===== src/rtl/branch_predictor_if.sv =====
// Lookup, update and statistics bundle shared by fetch/decode and the predictor.
interface branch_predictor_if #(
    parameter int IDX_W = 4
);
    logic [31:0]      lk_pc4;
    logic             lk_hit;
    logic             lk_taken;
    logic [31:0]      lk_target;
    logic [IDX_W-1:0] lk_ghr;
    logic             upd_valid;
    logic [31:0]      upd_pc4;
    logic             upd_taken;
    logic             upd_pred;
    logic [31:0]      upd_target;
    logic [IDX_W-1:0] upd_ghr;
    logic             inv;
    logic [15:0]      br_cnt;
    logic [15:0]      mis_cnt;

    modport master (
        output lk_pc4, upd_valid, upd_pc4, upd_taken,
        output upd_pred, upd_target, upd_ghr, inv,
        input  lk_hit, lk_taken, lk_target, lk_ghr,
        input  br_cnt, mis_cnt
    );

    modport slave (
        input  lk_pc4, upd_valid, upd_pc4, upd_taken,
        input  upd_pred, upd_target, upd_ghr, inv,
        output lk_hit, lk_taken, lk_target, lk_ghr,
        output br_cnt, mis_cnt
    );
endinterface


===== src/rtl/branch_predictor.sv =====
// Direct-mapped tagged predictor with saturating counters and branch stats.
// Define BP_GSHARE_EN to XOR a global history register into the index.
module branch_predictor #(
    parameter int ENTRIES = 16,
    parameter int CTR_W   = 2,
    parameter int TAG_W   = 8
) (
    input logic              clk,
    input logic              rst_n,
    branch_predictor_if.slave bp
);
    localparam int IDX_W = $clog2(ENTRIES);
    localparam logic [CTR_W-1:0] CTR_MAX = '1;
    localparam logic [CTR_W-1:0] CTR_WT  = CTR_W'(1) << (CTR_W - 1);

    logic             valid_q [ENTRIES];
    logic [TAG_W-1:0] tag_q   [ENTRIES];
    logic [CTR_W-1:0] ctr_q   [ENTRIES];
    logic [31:0]      tgt_q   [ENTRIES];

    logic [IDX_W-1:0] lk_idx;
    logic [IDX_W-1:0] up_idx;
    logic [TAG_W-1:0] lk_tag;
    logic [TAG_W-1:0] up_tag;
    logic             up_hit;
    logic             wr_en;
    logic [CTR_W-1:0] ctr_d;
    logic [31:0]      tgt_d;
    logic [15:0]      br_cnt_q, br_cnt_d;
    logic [15:0]      mis_cnt_q, mis_cnt_d;
    logic             unused_ok;

    assign lk_tag = bp.lk_pc4[TAG_W+IDX_W+1:IDX_W+2];
    assign up_tag = bp.upd_pc4[TAG_W+IDX_W+1:IDX_W+2];

`ifdef BP_GSHARE_EN
    logic [IDX_W-1:0] ghr_q, ghr_d;

    assign lk_idx     = bp.lk_pc4[IDX_W+1:2] ^ ghr_q;
    assign up_idx     = bp.upd_pc4[IDX_W+1:2] ^ bp.upd_ghr;
    assign bp.lk_ghr  = ghr_q;
    assign ghr_d      = (ghr_q << 1) | IDX_W'(bp.upd_taken);

    always_ff @(posedge clk or negedge rst_n) begin
        if (!rst_n) begin
            ghr_q <= '0;
        end else if (bp.inv) begin
            ghr_q <= '0;
        end else if (bp.upd_valid) begin
            ghr_q <= ghr_d;
        end
    end
`else
    assign lk_idx    = bp.lk_pc4[IDX_W+1:2];
    assign up_idx    = bp.upd_pc4[IDX_W+1:2];
    assign bp.lk_ghr = '0;
`endif

    // Untagged PC bits (and upd_ghr without gshare) are intentionally ignored.
    assign unused_ok = ^{bp.lk_pc4, bp.upd_pc4, bp.upd_ghr};

    assign bp.lk_hit    = valid_q[lk_idx] && (tag_q[lk_idx] == lk_tag);
    assign bp.lk_taken  = bp.lk_hit && ctr_q[lk_idx][CTR_W-1];
    assign bp.lk_target = bp.lk_hit ? tgt_q[lk_idx] : 32'h0;
    assign up_hit       = valid_q[up_idx] && (tag_q[up_idx] == up_tag);

    always_comb begin
        wr_en = 1'b0;
        ctr_d = ctr_q[up_idx];
        tgt_d = tgt_q[up_idx];
        if (bp.upd_valid && !bp.inv) begin
            unique case (1'b1)
                up_hit && bp.upd_taken: begin
                    wr_en = 1'b1;
                    tgt_d = bp.upd_target;
                    if (ctr_q[up_idx] != CTR_MAX) ctr_d = ctr_q[up_idx] + 1'b1;
                end
                up_hit && !bp.upd_taken: begin
                    wr_en = 1'b1;
                    if (ctr_q[up_idx] != '0) ctr_d = ctr_q[up_idx] - 1'b1;
                end
                !up_hit && bp.upd_taken: begin
                    wr_en = 1'b1;
                    ctr_d = CTR_WT;
                    tgt_d = bp.upd_target;
                end
                default: ;
            endcase
        end
    end

    always_comb begin
        br_cnt_d  = br_cnt_q;
        mis_cnt_d = mis_cnt_q;
        if (bp.upd_valid) begin
            if (br_cnt_q != 16'hFFFF) br_cnt_d = br_cnt_q + 16'd1;
            if ((bp.upd_pred != bp.upd_taken) && (mis_cnt_q != 16'hFFFF))
                mis_cnt_d = mis_cnt_q + 16'd1;
        end
    end

    always_ff @(posedge clk or negedge rst_n) begin
        if (!rst_n) begin
            for (int i = 0; i < ENTRIES; i++) begin
                valid_q[i] <= 1'b0;
                tag_q[i]   <= '0;
                ctr_q[i]   <= '0;
                tgt_q[i]   <= '0;
            end
        end else begin
            if (bp.inv) begin
                for (int i = 0; i < ENTRIES; i++) valid_q[i] <= 1'b0;
            end else if (wr_en) begin
                valid_q[up_idx] <= 1'b1;
                tag_q[up_idx]   <= up_tag;
                ctr_q[up_idx]   <= ctr_d;
                tgt_q[up_idx]   <= tgt_d;
            end
        end
    end

    always_ff @(posedge clk or negedge rst_n) begin
        if (!rst_n) begin
            br_cnt_q  <= '0;
            mis_cnt_q <= '0;
        end else begin
            br_cnt_q  <= br_cnt_d;
            mis_cnt_q <= mis_cnt_d;
        end
    end

    assign bp.br_cnt  = br_cnt_q;
    assign bp.mis_cnt = mis_cnt_q;
endmodule


===== src/flat_wrapper.sv =====
// flat-port wrapper written by rule: the top's interface ports become plain ports
module branch_predictor_flat 
#(
    parameter int ENTRIES = 16,
    parameter int CTR_W   = 2,
    parameter int TAG_W   = 8
)
  (clk, rst_n, bp_lk_pc4, bp_upd_valid, bp_upd_pc4, bp_upd_taken, bp_upd_pred, bp_upd_target, bp_upd_ghr, bp_inv, bp_lk_hit, bp_lk_taken, bp_lk_target, bp_lk_ghr, bp_br_cnt, bp_mis_cnt);
  branch_predictor_if #(.IDX_W(4)) bp_i ();
  input logic clk;
  input logic rst_n;
  input wire logic [$bits(bp_i.lk_pc4)-1:0] bp_lk_pc4;
  input wire logic [$bits(bp_i.upd_valid)-1:0] bp_upd_valid;
  input wire logic [$bits(bp_i.upd_pc4)-1:0] bp_upd_pc4;
  input wire logic [$bits(bp_i.upd_taken)-1:0] bp_upd_taken;
  input wire logic [$bits(bp_i.upd_pred)-1:0] bp_upd_pred;
  input wire logic [$bits(bp_i.upd_target)-1:0] bp_upd_target;
  input wire logic [$bits(bp_i.upd_ghr)-1:0] bp_upd_ghr;
  input wire logic [$bits(bp_i.inv)-1:0] bp_inv;
  output wire logic [$bits(bp_i.lk_hit)-1:0] bp_lk_hit;
  output wire logic [$bits(bp_i.lk_taken)-1:0] bp_lk_taken;
  output wire logic [$bits(bp_i.lk_target)-1:0] bp_lk_target;
  output wire logic [$bits(bp_i.lk_ghr)-1:0] bp_lk_ghr;
  output wire logic [$bits(bp_i.br_cnt)-1:0] bp_br_cnt;
  output wire logic [$bits(bp_i.mis_cnt)-1:0] bp_mis_cnt;
  assign bp_i.lk_pc4 = bp_lk_pc4;
  assign bp_i.upd_valid = bp_upd_valid;
  assign bp_i.upd_pc4 = bp_upd_pc4;
  assign bp_i.upd_taken = bp_upd_taken;
  assign bp_i.upd_pred = bp_upd_pred;
  assign bp_i.upd_target = bp_upd_target;
  assign bp_i.upd_ghr = bp_upd_ghr;
  assign bp_i.inv = bp_inv;
  assign bp_lk_hit = bp_i.lk_hit;
  assign bp_lk_taken = bp_i.lk_taken;
  assign bp_lk_target = bp_i.lk_target;
  assign bp_lk_ghr = bp_i.lk_ghr;
  assign bp_br_cnt = bp_i.br_cnt;
  assign bp_mis_cnt = bp_i.mis_cnt;
  branch_predictor #(.ENTRIES(ENTRIES), .CTR_W(CTR_W), .TAG_W(TAG_W)) u_core (.clk(clk), .rst_n(rst_n), .bp(bp_i));
endmodule

===== config.mk =====
export PLATFORM = sky130hd
export DESIGN_NAME = branch_predictor_flat
export DESIGN_NICKNAME = d
export VERILOG_FILES = /design/src/rtl/branch_predictor_if.sv /design/src/rtl/branch_predictor.sv /design/src/flat_wrapper.sv
export SDC_FILE = /design/constraint.sdc
export NUM_CORES = 1
export LEC_CHECK = 0
export ABC_CLOCK_PERIOD_IN_PS = 11070
export CAP_MARGIN = 0
export CELL_PAD_IN_SITES_DETAIL_PLACEMENT = 0
export CELL_PAD_IN_SITES_GLOBAL_PLACEMENT = 1
export CORE_ASPECT_RATIO = 0.9
export CORE_MARGIN = 2
export CORE_UTILIZATION = 56
export DETAILED_ROUTE_END_ITERATION = 10
export PLACE_DENSITY = 0.93
export REMOVE_ABC_BUFFERS = 1
export SYNTH_ARGS = -nofsm -noshare
export SYNTH_HDL_FRONTEND = slang
export SYNTH_SLANG_ARGS = --single-unit

===== constraint.sdc =====
create_clock -name clk -period 11.07 [get_ports clk]
set_clock_uncertainty 0.1 [all_clocks]
set_input_delay 2.214 -clock clk [delete_from_list [all_inputs] [get_ports clk]]
set_output_delay 2.214 -clock clk [all_outputs]
set_load 0.1 [all_outputs]

==> metrics <==
antenna viol nets, final 0; part of the power in registers 44.9%; cell type with the largest total area after synthesis dfrtp_1; CP max stage cell clkdlybuf4s50_1; Max rail drop VDD between 0.1 and 0.15 mV; dpl cells between 3,000 and 4,000; instance area after placement approximately 40,000 µm²; dpl hpwl around 54 mm; post-CTS setup buffer count 0; final setup fails 0; RSZ-0062 raised after global routing false; Clock Latency Late Sink 0.62 ns; Final Cell Area about 43,000 µm²; Yosys cell types roughly 50; std cell rows 90; Final Non-Filler Cells about 3,300; Die Height 252 µm; Worst-path clk slew roughly 0.06 ns; Reg2Reg Capture Point u_core.tgt_q[145]$_DFFE_PN0P_; Switching Fraction between 20% and 30%; top cells by area, synth dfrtp_1, mux4_2, mux2_1; startpoint types primary input; Min-Delay Path Depth 1; Clock Path Buffers 3; LEAKAGE 0.0199 µW; worst r2r path cells 10; Net Sw Power 1700 µW; layout cells sized above 1 a little over a third; Post-synth EDFFs 0; number of DRC markers in iteration 0 2,090; syn_area_per_cell about 16 µm²; Post-Synthesis Cell Area ~38,000 µm²; Layout Nets 2,513; post-cts sizing count 0; Die Wd approximately 280 µm; routed len/inst 29.4 µm; Main synth FF type dfrtp_1; initial core utilization a little under three fifths; Cells after Synth between 2,000 and 2,500; CP delay by family, top buffers and inverters; Avg Vias per Cell ~6.9; port bufs roughly 130; Sink Count 720; core area around 67,000 µm²; Max Cap Viol 0; most frequent cell on the critical path mux4_2; RD Place Congestion between 0.8 and 0.9; DR vias approximately 23,000; period utilisation layout 84.2%; GR Overflow Total 0; Bufs and invs on worst path 3; slew margin rel. just over 20%; Reg2Reg Setup Slack 6.20 ns; flop and latch count out of synthesis about 700; initial antenna violation count 2; Arr. time, crit path ~7.0 ns; CTS tree done; Seq/Total Area, Yosys 47.1%; Tightest Hold Check Type reg -> reg; Total GRT Usage between 20% and 30%; status complete, no violations; Post-Route WL ~98 mm; CP max FO 83; Ports approximately 180; Worst setup EP type output pin; critical path required time a little under 9 ns; total CTS buffers 76; vias in the first global route about 25,000; Max Fclk 107 MHz; H-tree lvl count 3; max incr delay on CP 1.14 ns; Synth Warn # 0; largest net degree at the start of global routing around 160; Critical Path, Cell by Cell buf_8, mux4_2, mux4_2, xnor2_1, nand4_1, nor2_4, buf_4, and3_1, clkdlybuf4s50_1; worst r2r src u_core.tag_q[15]$_DFFE_PN0P_; Worst Hold Launch u_core.ctr_q[28]$_DFFE_PN0P_; Period minus WS final around 9.3 ns; WS Path Type in -> out; final core utilization between 60% and 70%; Layout area overhead 11.5%; Synth top area share 47.1%; combinational share of power approximately 14%; setup TNS 0 ns; Die ar. 70,400 µm²; first-pass GRT wire length 152 mm; Pint about 4800 µW; Slew Limit Fails 0; Residual DRC 0; worst slew pin tran 1.20 ns; Final Hold Viols 0; Power Dens Cells between 150 and 200 nW/µm²; clock root buffer clkbuf_16; Synth async-reset ratio 100%; Pre-antenna DRT Iters 5; worst hold path endpoint u_core.ctr_q[28]$_DFFE_PN0P_; hold-fix buffers at CTS 0; Clock power frac ~42%
-- synthesized netlist by cell type (all sizes together) (3+ instances only) --
master,count
nand2b,7
mux2i,28
nor2b,5
a22oi,8
nor3,9
buf,126
nor2,37
a21oi,17
nand4b,3
and2,3
and3,40
mux4,405
o21ai,5
mux2,710
dfrtp,720
nand4,12
nand2,42
a211o,3
a22o,3
xnor2,33
xor2,11
clkbuf,105
inv,18
nand3,16
-- power groups by stage --
stage | clock, µW | combinational [µW] | sequential (µW)
3_3_place_gp | 0 | 863 | 2940
2_1_floorplan | 0 | 407 | 3070
5_1_grt | 2840 | 940 | 2930
4_1_cts | 2720 | 892 | 2910
6_report | 2690 | 885 | 2910
3_5_place_dp | 0 | 887 | 2950
-- flip-flops by register name (all words and copies together), names as in the netlist --
| signal | flops |
|---|---|
| u_core.bp.mis_cnt | 16 |
| u_core.valid_q | 16 |
| u_core.bp.br_cnt | 16 |
| u_core.tgt_q | 512 |
| u_core.ctr_q | 32 |
| u_core.tag_q | 128 |
-- per-layer routing --
metal | vias to the layer above | wire length (µm) | track usage [%]
met5 | - | 29 | 0
met4 | 4 | 3350 | 11.0
met3 | 236 | 6070 | 5.16
met2 | 882 | 49500 | 47.1
met1 | 12507 | 39300 | 38.9
li1 | 9313 | - | -
-- worst max path at each step --
stage                 startpoint               end  slack (ns)  cells after the start
CTS                 bp_lk_pc4[2]  bp_lk_target[26]        1.68                      9
finish              bp_lk_pc4[2]  bp_lk_target[26]        1.75                      9
global route        bp_lk_pc4[2]         bp_lk_hit        1.54                     10
floorplan           bp_lk_pc4[2]       bp_lk_taken        3.72                      6
global placement    bp_lk_pc4[2]   bp_lk_target[5]        1.74                      9
detailed placement  bp_lk_pc4[2]  bp_lk_target[26]        1.71                      9
-- worst register-to-register path, delay by kind of cell (launching register included) --
family          cells  cell delay [ns]
simple gates        2             1.54
compound gates      2             0.54
buf+inv             2             1.07
mux                 3             0.99
flops               1             0.40
xor+xnor            1             0.10
-- logic make-up after synthesis --
logic type | after synthesis | synth area share [%]
other | 1 | 0.00980
DFF | 720 | 47.1
muxes | 1143 | 45.5
buffers and inverters | 249 | 2.86
AOI/OAI and AO/OA | 49 | 0.874
xor gates and xnor gates | 44 | 1.01
adders and majority gates | 3 | 0.0916
and+or+nand+nor | 185 | 2.56
-- cell type report --
| class | count | area, µm² |
|---|---|---|
| Timing Repair Buffer | 161 | 1550 |
| Fill cell | 4658 | 24700 |
| Tap cell | 874 | 1090 |
| Clock inverter | 20 | 308 |
| Antenna cell | 3 | 7.51 |
| Sequential cell | 720 | 18000 |
| Multi-Input combinational cell | 1428 | 19300 |
| Inverter | 18 | 67.6 |
| Clock buffer | 114 | 2330 |
-- placed cells by master (no fill, tap or decap), drive strengths merged, types with 3 or more instances in the layout --
master,Yosys,layout
clkbuf,105,115
mux4,405,405
clkinv,0,11
a22o,3,3
nand3,16,16
inv,18,19
a22oi,8,8
nand2b,7,7
xor2,11,11
nor2b,5,5
buf,126,42
conb,1,4
dfrtp,720,720
and2,3,3
and3,40,40
mux2i,28,28
diode,0,3
a211o,3,3
xnor2,33,33
nor2,37,37
o21ai,5,5
nand2,42,42
mux2,710,710
clkdlybuf4s50,0,118
nand4,12,12
bufinv,0,8
nand4b,3,3
nor3,9,9
a21oi,17,17
-- metrics by stage --
step | hold slack (ns) | setup WS [ns] | total power (µW)
final | 0.390 | 1.75 | 6490
after global routing | 0.408 | 1.54 | 6710
after CTS | 0.394 | 1.68 | 6530
after detailed placement | 0.380 | 1.71 | 3840
after global placement | 0.368 | 1.74 | 3800
after floorplan | 0.359 | 3.72 | 3480
(Power assumes the default switching activity.)
